===== src/rtl/ctrl_pkg.sv =====
// ---------------------------------------------------------------------------
// ctrl_pkg : shared encodings for the multi-cycle RV32-subset controller
// Rev 1.0
// ---------------------------------------------------------------------------
`default_nettype none

package ctrl_pkg;

  localparam logic [3:0] S_FETCH    = 4'd0;
  localparam logic [3:0] S_DECODE   = 4'd1;
  localparam logic [3:0] S_EXEC_R   = 4'd2;
  localparam logic [3:0] S_EXEC_I   = 4'd3;
  localparam logic [3:0] S_MEM_ADDR = 4'd4;
  localparam logic [3:0] S_MEM_RD   = 4'd5;
  localparam logic [3:0] S_MEM_WR   = 4'd6;
  localparam logic [3:0] S_WB_ALU   = 4'd7;
  localparam logic [3:0] S_WB_MEM   = 4'd8;
  localparam logic [3:0] S_BRANCH   = 4'd9;
  localparam logic [3:0] S_TRAP     = 4'd10;

  typedef enum logic [3:0] {
    FETCH    = S_FETCH,
    DECODE   = S_DECODE,
    EXEC_R   = S_EXEC_R,
    EXEC_I   = S_EXEC_I,
    MEM_ADDR = S_MEM_ADDR,
    MEM_RD   = S_MEM_RD,
    MEM_WR   = S_MEM_WR,
    WB_ALU   = S_WB_ALU,
    WB_MEM   = S_WB_MEM,
`ifdef ILLEGAL_TRAP_EN
    TRAP     = S_TRAP,
`endif
    BRANCH   = S_BRANCH
  } state_t;

  localparam logic [6:0] OP_R      = 7'b0110011;
  localparam logic [6:0] OP_I      = 7'b0010011;
  localparam logic [6:0] OP_LOAD   = 7'b0000011;
  localparam logic [6:0] OP_STORE  = 7'b0100011;
  localparam logic [6:0] OP_BRANCH = 7'b1100011;

  localparam logic [2:0] F3_ADD = 3'b000;
  localparam logic [2:0] F3_OR  = 3'b110;
  localparam logic [2:0] F3_SLL = 3'b001;
  localparam logic [2:0] F3_AND = 3'b111;
  localparam logic [2:0] F3_H   = 3'b001;
  localparam logic [2:0] F3_BNE = 3'b001;

  localparam logic [1:0] ALUOP_ADD   = 2'b00;
  localparam logic [1:0] ALUOP_SUB   = 2'b01;
  localparam logic [1:0] ALUOP_FUNCT = 2'b10;

  localparam logic [1:0] SRCB_RS2  = 2'b00;
  localparam logic [1:0] SRCB_FOUR = 2'b01;
  localparam logic [1:0] SRCB_IMM  = 2'b10;

endpackage

`default_nettype wire


===== src/rtl/insn_legal_decode.sv =====
// ---------------------------------------------------------------------------
// insn_legal_decode : classifies opcode/funct3 as legal, load or store
// Rev 1.0
// ---------------------------------------------------------------------------
`default_nettype none

module insn_legal_decode
  import ctrl_pkg::*;
(
  input  logic [6:0] opcode_i,
  input  logic [2:0] funct3_i,
  output logic       legal_o,
  output logic       is_load_o,
  output logic       is_store_o
);

  always_comb begin
    legal_o    = 1'b0;
    is_load_o  = 1'b0;
    is_store_o = 1'b0;
    case (opcode_i)
      OP_R:      legal_o = (funct3_i == F3_ADD) || (funct3_i == F3_OR) ||
                           (funct3_i == F3_SLL);
      OP_I:      legal_o = (funct3_i == F3_AND);
      OP_LOAD: begin
        legal_o   = (funct3_i == F3_H);
        is_load_o = (funct3_i == F3_H);
      end
      OP_STORE: begin
        legal_o    = (funct3_i == F3_H);
        is_store_o = (funct3_i == F3_H);
      end
      OP_BRANCH: legal_o = (funct3_i == F3_BNE);
      default:   legal_o = 1'b0;
    endcase
  end

endmodule

`default_nettype wire


===== src/rtl/multicycle_control.sv =====
// ---------------------------------------------------------------------------
// multicycle_control : main sequencing FSM of the multi-cycle RV32 subset
// Optional feature macro: ILLEGAL_TRAP_EN (illegal decode locks up in TRAP).
// Rev 1.0
// ---------------------------------------------------------------------------
`default_nettype none

module multicycle_control
  import ctrl_pkg::*;
#(
  parameter int unsigned RESET_PC_HOLD = 0
) (
  input  logic        clk,
  input  logic        reset,
  input  logic [6:0]  opcode,
  input  logic [2:0]  funct3,
  input  logic        zero,
  input  logic        mem_ready,
  output logic        mem_req,
  output logic        mem_we,
  output logic        iord,
  output logic        ir_write,
  output logic        pc_write,
  output logic        pc_src,
  output logic        alu_src_a,
  output logic [1:0]  alu_src_b,
  output logic [1:0]  alu_op,
  output logic        reg_write,
  output logic        mem_to_reg,
  output logic        illegal,
  output logic [31:0] instr_count
);

  state_t      state_q, state_d;
  logic [3:0]  hold_q, hold_d;
  logic        store_q, store_d;
  logic        illegal_q, illegal_d;
  logic [31:0] instr_count_q, instr_count_d;

  logic        dec_legal;
  logic        dec_is_load;
  logic        dec_is_store;

  insn_legal_decode u_decode (
    .opcode_i   (opcode),
    .funct3_i   (funct3),
    .legal_o    (dec_legal),
    .is_load_o  (dec_is_load),
    .is_store_o (dec_is_store)
  );

  always_ff @(posedge clk or posedge reset) begin
    if (reset) begin
      state_q       <= FETCH;
      hold_q        <= 4'(RESET_PC_HOLD);
      store_q       <= 1'b0;
      illegal_q     <= 1'b0;
      instr_count_q <= 32'd0;
    end else begin
      state_q       <= state_d;
      hold_q        <= hold_d;
      store_q       <= store_d;
      illegal_q     <= illegal_d;
      instr_count_q <= instr_count_d;
    end
  end

  always_comb begin
    state_d    = state_q;
    hold_d     = hold_q;
    store_d    = store_q;
    illegal_d  = illegal_q;
    mem_req    = 1'b0;
    mem_we     = 1'b0;
    iord       = 1'b0;
    ir_write   = 1'b0;
    pc_write   = 1'b0;
    pc_src     = 1'b0;
    alu_src_a  = 1'b0;
    alu_src_b  = SRCB_RS2;
    alu_op     = ALUOP_ADD;
    reg_write  = 1'b0;
    mem_to_reg = 1'b0;

    case (state_q)
      FETCH: begin
        if (hold_q != 4'd0) begin
          hold_d = hold_q - 4'd1;
        end else begin
          mem_req   = 1'b1;
          alu_src_b = SRCB_FOUR;
          if (mem_ready) begin
            ir_write = 1'b1;
            pc_write = 1'b1;
            state_d  = DECODE;
          end
        end
      end
      DECODE: begin
        alu_src_b = SRCB_IMM;
        if (!dec_legal) begin
          illegal_d = 1'b1;
`ifdef ILLEGAL_TRAP_EN
          state_d   = TRAP;
`else
          state_d   = FETCH;
`endif
        end else if (dec_is_load || dec_is_store) begin
          store_d = dec_is_store;
          state_d = MEM_ADDR;
        end else if (opcode == OP_R) begin
          state_d = EXEC_R;
        end else if (opcode == OP_I) begin
          state_d = EXEC_I;
        end else begin
          state_d = BRANCH;
        end
      end
      EXEC_R: begin
        alu_src_a = 1'b1;
        alu_src_b = SRCB_RS2;
        alu_op    = ALUOP_FUNCT;
        state_d   = WB_ALU;
      end
      EXEC_I: begin
        alu_src_a = 1'b1;
        alu_src_b = SRCB_IMM;
        alu_op    = ALUOP_FUNCT;
        state_d   = WB_ALU;
      end
      MEM_ADDR: begin
        alu_src_a = 1'b1;
        alu_src_b = SRCB_IMM;
        state_d   = store_q ? MEM_WR : MEM_RD;
      end
      MEM_RD: begin
        mem_req = 1'b1;
        iord    = 1'b1;
        if (mem_ready) state_d = WB_MEM;
      end
      MEM_WR: begin
        mem_req = 1'b1;
        mem_we  = 1'b1;
        iord    = 1'b1;
        if (mem_ready) state_d = FETCH;
      end
      WB_ALU: begin
        reg_write = 1'b1;
        state_d   = FETCH;
      end
      WB_MEM: begin
        reg_write  = 1'b1;
        mem_to_reg = 1'b1;
        state_d    = FETCH;
      end
      BRANCH: begin
        alu_src_a = 1'b1;
        alu_src_b = SRCB_RS2;
        alu_op    = ALUOP_SUB;
        pc_src    = 1'b1;
        pc_write  = !zero;
        state_d   = FETCH;
      end
`ifdef ILLEGAL_TRAP_EN
      TRAP: state_d = TRAP;
`endif
      default: state_d = FETCH;
    endcase

    // Outputs decode from a state that is already FETCH during reset, so gate them here.
    if (reset) begin
      mem_req    = 1'b0;
      mem_we     = 1'b0;
      iord       = 1'b0;
      ir_write   = 1'b0;
      pc_write   = 1'b0;
      pc_src     = 1'b0;
      alu_src_a  = 1'b0;
      alu_src_b  = SRCB_RS2;
      alu_op     = ALUOP_ADD;
      reg_write  = 1'b0;
      mem_to_reg = 1'b0;
    end
  end

  always_comb begin
    instr_count_d = instr_count_q;
    if ((state_q != FETCH) && (state_d == FETCH))
      instr_count_d = instr_count_q + 32'd1;
  end

  assign illegal     = illegal_q;
  assign instr_count = instr_count_q;

endmodule

`default_nettype wire


===== config.mk =====
export PLATFORM = sky130hd
export DESIGN_NAME = multicycle_control
export DESIGN_NICKNAME = d
export VERILOG_FILES = /design/src/rtl/ctrl_pkg.sv /design/src/rtl/insn_legal_decode.sv /design/src/rtl/multicycle_control.sv
export SDC_FILE = /design/constraint.sdc
export NUM_CORES = 1
export LEC_CHECK = 0
export ABC_AREA = 1
export BUFFER_PORTS_ARGS = -buffer_cell sky130_fd_sc_hd__buf_2
export CAP_MARGIN = 20
export CORE_ASPECT_RATIO = 0.6
export CORE_UTILIZATION = 60
export CTS_BUF_LIST = sky130_fd_sc_hd__clkbuf_4 sky130_fd_sc_hd__clkbuf_8 sky130_fd_sc_hd__clkbuf_16
export DETAILED_ROUTE_END_ITERATION = 7
export PLACE_DENSITY_LB_ADDON = 0.05
export SYNTH_ARGS = -nofsm -noshare
export SYNTH_HDL_FRONTEND = slang
export SYNTH_HIERARCHICAL = 1
export SYNTH_SLANG_ARGS = --single-unit

===== constraint.sdc =====
create_clock -name clk -period 4.6 [get_ports clk]
set_input_delay 0.46 -clock clk [delete_from_list [all_inputs] [get_ports clk]]
set_output_delay 0.46 -clock clk [all_outputs]
set_load 0.005 [all_outputs]

==> results.toml, run 1 <==
[run_status]
status = "finished clean"

[drt]
wl_met2_um = 3270
drc = 0
drtIter0Drc = 249
via_per_inst = 5.43
wl_per_cell_um = 14.1
ant_nets = 0
routed_wirelength_um = 8250
wl_met3_um = 793
drt_pass1_iterations = 5
highest_layer = "met4"
met1Wirelength_um = 4130
vias = 3182

[sta]
skew_ns = 0.00612
fmax_ghz = 0.429
setup_tns_ns = 0
grt_setup_unrepaired = "no"
slew_headroom_pct = 63.6
timing.final.max_slew_violations = 0
final-hold-violation-count = 0
tightest_slew_ns = 0.546
final.period_utilization_pct = 50.7
layout_min_cycle_time_ns = 2.33
finalSetupViolCount = 0

[synthesis]
syn_area_um2 = 3140
synthTopCellsByArea = "dfrtp_1 (33%), nand2_1 (20%), nor2_1 (9.1%)"
synth_common_cells = "nand2_1 (165), nor2_1 (76), dfrtp_1 (42)"
synth.ff_latch_count = 42
yosys.area.top_type = "dfrtp_1"
syn_inst = 465
yosys.cell_types.count = 33
synthMostInstantiatedCell = "nand2_1"
ys.flop_type = "dfrtp_1"
async_flop_share_pct = 100
ys_seq_area_share_pct = 33.5
synth_area_per_cell_um2 = 6.75
mappedNetlistNets = 482
synth_edf_count = 0
yosysTopAreaCellShare_pct = 33.5
ys_warn_count = 6

[floorplan]
core_area_um2 = 4800
die_x_um = 95.4
die_h_um = 58.0
dieArea_um2 = 5540
ios = 60
rows = 19
initial_utilization_pct = 65.4

[global_route]
track_usage_pct = 32.0
grt_max_degree = 45
grt_pass1_vias = 2771
grt_pass1_wl_um = 13500
antenna_found_initial = 0
grt-ovfl-total = 0

[clock_network]
clk_path_buf_depth = 2
numCtsBuffers = 5
clkTransAtPathRegs_ns = 0.08
cts_tree = "built"
insertion_delay_ns = 0.29
hold_buffers = 0
cts_root_buffer = "clkbuf_8"
post_cts_buffers = 0
htree_levels = 2
cts_sinks = 42
cts_resized = 0

[setup_path]
crit_slowest_cell = "dfrtp_1"
r2r_slack_ns = 2.43
crit_arrival_ns = 1.87
start_kind = "flip-flop"
cpPeakStageDelay_ns = 0.44
end_kind = "output port"
critPathRequiredTime_ns = 4.14
crit_type = "reg2out"
path_max_fanout = 5
path_cells = "nor2_2 -> nand2_2 -> nor2_1 -> nand2_1 -> a21oi_1 -> buf_2"

[power_and_ir_drop]
power_uw = 1470
power_leakage_uw = 0.00187
p_per_area_nw_per_um2 = 417
vdd_drop_max_mv = 0.338

[layout]
area_growth_pct = 12.7
diodes = 0
nets = 539
drive_above_1_share_pct = 22.9
finalInstanceArea_um2 = 3540
fill_cells = 428
final_cells = 586

[placement]
dp_cells = 578
dpl.hpwl_um = 6330
place.gp.congestion = 0.920
port_buffers = 59
dpl_cell_area_um2 = 3420

[flow_run]
max_cap_viol_count = 0

[min_path]
hp-class = "in2async"
cells in the final DEF (no fill, tap or decap), types with 3 or more instances in the layout:
cell,Yosys,final
nand2_1,165,165
nor2_1,76,76
buf_2,0,59
dfrtp_1,42,42
nand3_1,41,41
nand2_2,33,33
inv_1,24,24
nand3b_1,14,14
xor2_1,12,12
a21oi_1,7,7
nor2_2,6,6
xnor2_1,5,5
clkbuf_8,0,5
o21ai_0,4,4
inv_2,3,3
nor3_1,3,3
ha_1,3,3
power by group:
| group | total [µW] | internal, µW | leakage (µW) | switching, µW |
|---|---|---|---|---|
| Combinational | 729 | 181 | 0.00124 | 547 |
| Sequential | 444 | 397 | 0.000575 | 47.2 |
| Clock | 302 | 174 | 0.0000593 | 128 |
| Total | 1470 | 753 | 0.00187 | 722 |
cell type report:
cell class                      count  area [µm²]  area share [%]
Multi-Input combinational cell    386        1890            53.4
Sequential cell                    42        1050            29.7
Timing Repair Buffer               60         303            8.56
Inverter                           27         101            2.86
Clock buffer                        7        83.8            2.37
Tap cell                           63        78.8            2.23
Clock inverter                      1        30.0           0.849
metal layers:
| metal | track usage [%] | vias to the layer above |
|---|---|---|
| met5 | 0 | - |
| met4 | 5.33 | 0 |
| met3 | 7.48 | 8 |
| met2 | 43.7 | 133 |
| met1 | 51.2 | 1465 |
| li1 | - | 1576 |
sequential cells by signal, indices dropped and copies added (netlist names):
register and flops:
instr_count 32, hold_q 4, store_q 1, state_q 4, illegal 1
logic make-up (layout without fill, tap and decap cells):
family | after synthesis | in the layout | share of synthesized area [%]
and+or+nand+nor | 351 | 351 | 51.5
DFF | 42 | 42 | 33.5
buffers and inverters | 37 | 95 | 6.33
xor gates and xnor gates | 17 | 17 | 4.74
AOI/OAI and AO/OA | 14 | 14 | 2.43
adders and majority gates | 3 | 3 | 1.20
muxes | 1 | 1 | 0.359
metrics by stage:
step | hold slack (ns) | setup slack [ns] | util, %
6_report | 0.395 | 2.27 | 73.7
5_1_grt | 0.477 | 2.01 | 73.7
3_3_place_gp | 0.458 | 2.10 | 71.3
2_1_floorplan | 0.442 | 2.40 | -
3_5_place_dp | 0.471 | 2.00 | 71.3
4_1_cts | 0.409 | 2.31 | 73.7
worst max-delay path: cells and delay by family, from the launching register on:
family / cells / cell delay, ns
DFF: 1 / 0.44
and+or+nand+nor: 4 / 0.83
AOI/OAI and AO/OA: 1 / 0.18
buffers and inverters: 1 / 0.13
worst paths after layout:
| check | start | to | depth (start not counted) |
|---|---|---|---|
| min in group clk | hold_q[0] | hold_q[0] | 2 |
| worst min-delay path | reset | instr_count[7] | 3 |
| worst max-delay path | state_q[3] | pc_write | 6 |
| worst min register to register | hold_q[0] | hold_q[0] | 2 |
| max in group asynchronous | reset | instr_count[30] | 3 |
| worst max register to register | state_q[1] | instr_count[25] | 9 |
No activity file was read; power rests on OpenSTA's default activity.
==> inputs of run 2 (changes only) <==
- ABC_AREA: 1 -> 0
- CORE_UTILIZATION: 60 -> 53
- clock period: 4.6 -> 2.3 ns (I/O delays scaled with it)
==> run 2 against run 1 <==
  * Total power rose by 50%
  * Combinational power rose by 9.3%
  * Clock power rose by 61%
  * Setup slack got worse by 2.1 ns
  * Critical path depth fell by 1
  * Sequential power rose by 110%
  * Via count fell by 38%
  * Worst hold slack got worse by 0.27 ns
  * Final cell count fell by 38%
  * Die area fell by 14%
  * Critical endpoint unchanged
  * Largest cell class unchanged
  * Largest power group is now registers
  * Highest routed layer unchanged
==> results.toml, run 2 <==
[clock_network]
cts_sinks = 42
hold_buffers = 0
cts_root_buffer = "clkbuf_8"
htree_levels = 2
cts_resized = 0
numCtsBuffers = 5
post_cts_buffers = 0
clkTransAtPathRegs_ns = 0.09
clk_path_buf_depth = 2
insertion_delay_ns = 0.30
cts_tree = "built"

[layout]
largest_reg_flops = 32
nets = 319
diodes = 0
area_growth_pct = 20.0
final_cell_mix = "buf_2 (59), dfrtp_1 (41), xnor2_1 (28)"
fill_cells = 369
multi_input_area_um2 = 1230
drive_above_1_share_pct = 28.4
layout_commonest_cell = "buf_2"
regArea_um2 = 1050
fin_util_pct = 67.7

[power_and_ir_drop]
power_uw = 2210
vdd_drop_max_mv = 0.377
power_leakage_uw = 0.00136
p_per_area_nw_per_um2 = 782

[sta]
final-hold-violation-count = 0
skew_ns = 0.0139
timing.final.max_slew_violations = 0
fin_ws_ns = 0.140
tightest_slew_ns = 0.568
finalSetupViolCount = 0
layout_min_cycle_time_ns = 2.16
fmax_ghz = 0.463
setup_tns_ns = 0
final.period_utilization_pct = 93.9
slew_headroom_pct = 61.8
grt_setup_unrepaired = "no"

[synthesis]
synth.ff_latch_count = 42
synth_area_per_cell_um2 = 9.92
async_flop_share_pct = 100
ys.flop_type = "dfrtp_1"
ys_warn_count = 6
synth_common_cells = "dfrtp_1 (42), xnor2_1 (28), nand4_1 (19)"
mappedNetlistNets = 255
yosys.area.top_type = "dfrtp_1"
yosysTopAreaCellShare_pct = 44.5
synthTopCellsByArea = "dfrtp_1 (45%), xnor2_1 (10%), nand4_1 (5.0%)"
syn_area_um2 = 2360
synth_edf_count = 0
syn_inst = 238
ys_seq_area_share_pct = 44.5
yosys.cell_types.count = 51
synthMostInstantiatedCell = "dfrtp_1"

[placement]
pre_cts_ws_ns = 0.136
dpl.hpwl_um = 3700
place.gp.congestion = 0.835
port_buffers = 59

[run_status]
status = "finished clean"

[floorplan]
dieArea_um2 = 4730
rows = 18
die_h_um = 53.7
ios = 60
core_area_um2 = 4190
initial_utilization_pct = 56.4
die_x_um = 88.2

[drt]
via_per_inst = 5.46
ant_nets = 0
drc = 0
vias = 1981
wl_per_cell_um = 13.7
drtIter0Drc = 87
drt_pass1_iterations = 4
routed_wirelength_um = 4990

[global_route]
grt_pass1_wl_um = 7770
grt_max_degree = 43
grt-ovfl-total = 0
track_usage_pct = 22.0
antenna_found_initial = 0
grt_pass1_vias = 1594

[setup_path]
crit_arrival_ns = 1.93
crit_type = "reg2out"
critPathRequiredTime_ns = 2.07
path_max_fanout = 6
r2r_slack_ns = 0.41
start_kind = "flip-flop"
end_kind = "output port"

[flow_run]
max_cap_viol_count = 0

[min_path]
hp-class = "in2async"
[run 2: logic make-up after synthesis]
group	synth area share, %
compound gates	6.94
xor+xnor	12.6
fa+ha+maj	1.59
buf+inv	3.44
flops	44.5
mux	0.901
simple gates	30.0
[run 2: power by group]
group | leakage, µW | total (µW) | switching (µW) | internal, µW
Combinational | 0.000758 | 797 | 432 | 364
Sequential | 0.000566 | 932 | 112 | 820
Clock | 0.0000408 | 486 | 269 | 217
Total | 0.00136 | 2210 | 814 | 1400
[run 2: final timing paths]
kind / from / end / depth (start not counted)
min in group clk: mem_ready / state_q[0] / 2
min: reset / hold_q[2] / 3
min reg2reg: instr_count[31] / instr_count[31] / 1
max in group asynchronous: reset / state_q[1] / 3
max reg2reg: instr_count[9] / instr_count[27] / 4
max: state_q[2] / pc_write / 5
[run 2: final cells by class]
type / instances / share of cell area (%)
clock inverter: 3 / 0.839
tap: 60 / 2.65
multi-input combinational: 178 / 43.4
clock buffer: 5 / 2.43
inverter: 8 / 1.06
sequential: 42 / 37.1
timing repair buffer: 67 / 12.5
[run 2: layer usage]
layer	part of all wire (%)	GRT usage [%]	up-vias
met5	0	0	-
met2	38	29.0	68
met3	6.4	6.29	4
met1	55	34.4	920
li1	-	-	989
met4	0.58	5.91	0
[run 2: worst max-delay path, cell delays in order, from the launching register on]
cell and delay [ns]:
dfrtp_1 0.44, or4_4 0.53, nor4_2 0.30, and2_1 0.18, or2_1 0.09, buf_2 0.10
[run 2: per-stage QoR]
stage               hold WS [ns]  instances  instance area (µm²)
floorplan                  0.390        238                 2360
global placement           0.458        355                 2740
detailed placement         0.465        355                 2740
CTS                        0.145        363                 2830
global route               0.214        363                 2830
finish                     0.128        363                 2830
